### src/rtl/gf180mcu_fd_sc_mcu9t5v0_rr_arb2.sv
// Two-requester round-robin arbiter: registered grants, grant hold while the
// request stays high, and optional hold-limit revocation with per-requester block.
//
//   state  | meaning
//   S_IDLE | resource free, no grant outstanding
//   S_OWN1 | requester 1 owns the resource (G1=1)
//   S_OWN2 | requester 2 owns the resource (G2=1)
module gf180mcu_fd_sc_mcu9t5v0_rr_arb2 #(
   parameter int HCW      = 8,
   parameter int MAX_HOLD = 16
) (
   input  logic CLK,
   input  logic RST,
   input  logic A1,
   input  logic A2,
   output logic G1,
   output logic G2,
   output logic Z,
   output logic TO
);

   typedef enum logic [1:0] {
      S_IDLE = 2'd0,
      S_OWN1 = 2'd1,
      S_OWN2 = 2'd2
   } state_t;

   localparam bit             HOLD_EN   = (MAX_HOLD > 0);
   localparam logic [HCW-1:0] HOLD_LAST = HOLD_EN ? HCW'(MAX_HOLD - 1) : '0;

   state_t         state_q, state_d;
   logic           pri2_q, pri2_d;
   logic [HCW-1:0] cnt_q, cnt_d;
   logic           blk1_q, blk1_d;
   logic           blk2_q, blk2_d;
   logic           g1_q, g1_d;
   logic           g2_q, g2_d;
   logic           z_q, z_d;
   logic           to_q, to_d;
   logic           e1, e2, hold_hit;

   always_comb begin
      e1       = A1 & ~blk1_q;
      e2       = A2 & ~blk2_q;
      // cnt_q counts completed grant cycles minus one, so this fires on the
      // MAX_HOLD-th cycle of ownership
      hold_hit = HOLD_EN && (cnt_q == HOLD_LAST);
      state_d  = state_q;
      pri2_d   = pri2_q;
      cnt_d    = cnt_q;
      blk1_d   = blk1_q & A1;
      blk2_d   = blk2_q & A2;
      to_d     = 1'b0;
      case (state_q)
         S_IDLE: begin
            if (e1 && (!e2 || !pri2_q)) begin
               state_d = S_OWN1;
               cnt_d   = '0;
            end else if (e2) begin
               state_d = S_OWN2;
               cnt_d   = '0;
            end
         end
         S_OWN1: begin
            if (!A1 || hold_hit) begin
               pri2_d = 1'b1;
               if (A1) begin
                  to_d   = 1'b1;
                  blk1_d = 1'b1;
               end
               if (e2) begin
                  state_d = S_OWN2;
                  cnt_d   = '0;
               end else begin
                  state_d = S_IDLE;
               end
            end else if (HOLD_EN) begin
               cnt_d = cnt_q + 1'b1;
            end
         end
         S_OWN2: begin
            if (!A2 || hold_hit) begin
               pri2_d = 1'b0;
               if (A2) begin
                  to_d   = 1'b1;
                  blk2_d = 1'b1;
               end
               if (e1) begin
                  state_d = S_OWN1;
                  cnt_d   = '0;
               end else begin
                  state_d = S_IDLE;
               end
            end else if (HOLD_EN) begin
               cnt_d = cnt_q + 1'b1;
            end
         end
         default: state_d = S_IDLE;
      endcase
      g1_d = (state_d == S_OWN1);
      g2_d = (state_d == S_OWN2);
      z_d  = g1_d | g2_d;
   end

   always_ff @(posedge CLK or posedge RST) begin
      if (RST) begin
         state_q <= S_IDLE;
         pri2_q  <= 1'b0;
         cnt_q   <= '0;
         blk1_q  <= 1'b0;
         blk2_q  <= 1'b0;
         g1_q    <= 1'b0;
         g2_q    <= 1'b0;
         z_q     <= 1'b0;
         to_q    <= 1'b0;
      end else begin
         state_q <= state_d;
         pri2_q  <= pri2_d;
         cnt_q   <= cnt_d;
         blk1_q  <= blk1_d;
         blk2_q  <= blk2_d;
         g1_q    <= g1_d;
         g2_q    <= g2_d;
         z_q     <= z_d;
         to_q    <= to_d;
      end
   end

   assign G1 = g1_q;
   assign G2 = g2_q;
   assign Z  = z_q;
   assign TO = to_q;

endmodule

### config.mk
export PLATFORM = sky130hd
export DESIGN_NAME = gf180mcu_fd_sc_mcu9t5v0_rr_arb2
export DESIGN_NICKNAME = d
export VERILOG_FILES = /design/src/rtl/gf180mcu_fd_sc_mcu9t5v0_rr_arb2.sv
export SDC_FILE = /design/constraint.sdc
export NUM_CORES = 1
export LEC_CHECK = 0
export CAP_MARGIN = 40
export CORE_ASPECT_RATIO = 0.7
export CORE_MARGIN = 5
export CORE_UTILIZATION = 47
export DETAILED_ROUTE_END_ITERATION = 7
export PLACE_DENSITY = 0.66
export SLEW_MARGIN = 10
export SYNTH_ARGS = -nofsm -noshare
export SYNTH_HDL_FRONTEND = slang
export SYNTH_SLANG_ARGS = --single-unit
### constraint.sdc
create_clock -name CLK -period 1.9 [get_ports CLK]
set_clock_uncertainty 0.1 [all_clocks]
set_input_delay 0.38 -clock CLK [delete_from_list [all_inputs] [get_ports CLK]]
set_output_delay 0.38 -clock CLK [all_outputs]
set_load 0.02 [all_outputs]
==> results_dict.tcl <==
set metrics [dict create \
    critPathCaptureType "flip-flop" \
    clkPwrFrac_pct 11.1 \
    rows 14 \
    synth_area_sq_um 1070 \
    setup_tns_ns -0.0500 \
    max-cap-violations 0 \
    r2r_cells 7 \
    path_clk_slew_ns 0.11 \
    grt_max_degree 12 \
    switching_share_pct 40.5 \
    finalSetupViolCount 2 \
    io_buffers 7 \
    synth-edff-count 0 \
    grt.total_usage_pct 17.4 \
    met1_usage_pct 24.7 \
    cts-buffers-inserted 3 \
    hold_path.class "input pin to async pin" \
    antenna_found_initial 0 \
    ant_nets 0 \
    crit_start "cnt_q[1]" \
    ios 8 \
    slew_headroom_pct 74.3 \
    cp_data_arrival_time_ns 2.06 \
    core_area_sq_um 2150 \
    area_growth_pct 52.3 \
    clock_sinks 17 \
    grt_use_met2_pct 25.3 \
    worstSetupStartpointType "flip-flop" \
    crit_type "flip-flop to flip-flop" \
    clk_latency_ns 0.30 \
    worstMarginPinSlew_ns 0.383 \
    wire_per_inst_um 17.1 \
    dieArea_sq_um 3340 \
    p_leak_nw 0.679 \
    power_density_nw_per_um2 1140 \
    synthTopCellsByCount "dfrtp_1 (17), inv_1 (14), ha_1 (8)" \
    firstDrtPassIters 4 \
    fin_crit_ns 1.95 \
    viasPerCell 5.70 \
    htree_levels 1 \
    antenna_cells 0 \
    die_x_um 66.9 \
    fin_util_pct 75.4 \
    grt_pass1_wl_um 4390 \
    power_w 0.00185 \
    drc 0 \
    violations "negative setup slack" \
    drive_gt1_share_pct 46.7 \
    rsz0062_at_grt "true" \
    num_vias 1048 \
    ir_worst_vdd_mv 0.930 \
    grt.overflow.total 0 \
    die_y_um 49.8 \
    ys_async_sr_fraction_pct 100 \
    power_frac_comb_pct 63.3 \
    yosys_register_bits 17 \
    seq_area_frac_synth_pct 39.9 \
    yosysMostFrequentCell "dfrtp_1" \
    hpwl_um 1940 \
    use_met3_pct 6.14 \
    clock_path_buffers 2 \
    p_sw_w 0.000749 \
    drv_slew 0 \
    fin_nets 165 \
    drt_iter0_drc 91 \
    hold_viol 0 \
    regToRegSetupSlack_ns -0.05 \
    syn_inst 108 \
    regToRegStartpoint "cnt_q[1]" \
    synth_warnings 0 \
    busiest_layer "met2" \
    cp_max_fo 4 \
    yosys-top-cells-area "dfrtp_1 (40%), ha_1 (9.4%), inv_1 (4.9%)" \
    gp_congestion 0.798 \
    cp.required_ns 2.01 \
    cts_tree "yes" \
    avgSynthCellArea_sq_um 9.87 \
    fmax_mhz 514 \
    hold_buffers 0 \
    status "complete, but fails checks" \
    yosysTopAreaCell "dfrtp_1" \
    grt_pass1_vias 985 \
    pwr-share-seq_pct 25.6 \
    power.internal_w 0.00110 \
    ys_types 39 \
    min_period_over_period_pct 102 \
    wirelength_um 3140 \
    clockRootBuffer "clkbuf_4" \
    synth_nets 120 \
    synth_top_area_share_pct 39.9 \
    r2r-end "Z" \
    timing.hold.ws_ns 0.214 \
    start_util_pct 49.5 \
    synth_top_flop_cell "dfrtp_1" \
    fin_ws_ns -0.0468 \
]
==> power groups by stage <==
stage	sequential [W]	clock (W)	combinational, W
finish	0.000474	0.000204	0.00117
global route	0.000482	0.000226	0.00126
CTS	0.000468	0.000208	0.000898
detailed placement	0.000480	0	0.000798
global placement	0.000478	0	0.000796
floorplan	0.000514	0	0.000413
==> cell families after synthesis <==
logic type / Yosys count / share of synthesized area (%)
multiplexers: 1 / 0.939
AO/OA/AOI/OAI: 33 / 26.2
AND/OR/NAND/NOR: 34 / 18.3
adder cells (fa/ha/maj): 8 / 9.39
flip-flops: 17 / 39.9
buffers and inverters: 15 / 5.28
==> critical path, cell delays in order (launching register included) <==
cell and delay (ns):
dfrtp_1 0.37, ha_1 0.20, nand4b_1 0.28, o21ai_2 0.30, or2_4 0.20, a31oi_4 0.09, ha_4 0.28, inv_2 0.02
==> cell usage in the layout, fill, tap and decap left out, types with 3 or more instances in the layout <==
| cell | instances |
|---|---|
| buf_4 | 32 |
| ha_1 | 4 |
| inv_1 | 10 |
| clkbuf_4 | 3 |
| inv_2 | 4 |
| nand3_1 | 5 |
| clkdlybuf4s50_1 | 7 |
| o211ai_2 | 3 |
| nand2b_1 | 4 |
| a31oi_1 | 3 |
| a31oi_4 | 3 |
| nand4_1 | 4 |
| nor2_1 | 4 |
| a21oi_1 | 4 |
| dfrtp_1 | 17 |
| o21ai_1 | 3 |
| ha_4 | 4 |
==> per-layer routing <==
| layer | wire length (um) | share of wire, % |
|---|---|---|
| met1 | 1440 | 46 |
| met2 | 1460 | 46 |
| met3 | 231 | 7.4 |
| met4 | 12 | 0.38 |
| met5 | 0 | 0 |
==> timing repair <==
item | in CTS | in global routing
setup endpoints to repair | 3 | 10
gates cloned | 0 | 0
pin swaps | 1 | 8
resized for setup | 4 | 28
buffers inserted | 5 | 3
==> flip-flops by register name, summed over array words and instances (netlist names) <==
name and cells:
G2 1, blk2_q 1, state_q 2, TO 1, cnt_q 8, blk1_q 1, G1 1, Z 1
pri2_q 1
==> metrics by stage <==
| step | instances | setup slack [ns] | cell area, sq um |
|---|---|---|---|
| finish | 184 | -0.0468 | 1620 |
| global route | 184 | -0.185 | 1620 |
| CTS | 181 | -0.00472 | 1460 |
| detailed placement | 172 | -0.204 | 1370 |
| global placement | 172 | -0.165 | 1370 |
| floorplan | 108 | 0.00452 | 1080 |
==> worst max-delay path by stage <==
stage,end,slack (ns),cells after the start
floorplan,G1,0.005,8
global placement,G1,-0.16,6
detailed placement,Z,-0.20,7
CTS,cnt_q[7],-0.005,6
global route,Z,-0.18,7
finish,Z,-0.05,7
==> final cells by class <==
type / instances / area (sq um)
clock inverters: 1 / 7.51
clock buffers: 3 / 22.5
well taps: 32 / 40.0
multi-input cells: 76 / 743
flip-flops and latches: 17 / 425
inverters: 14 / 52.6
repair buffers: 41 / 333
fillers: 133 / 531
Power figures use the tool's default switching activity.
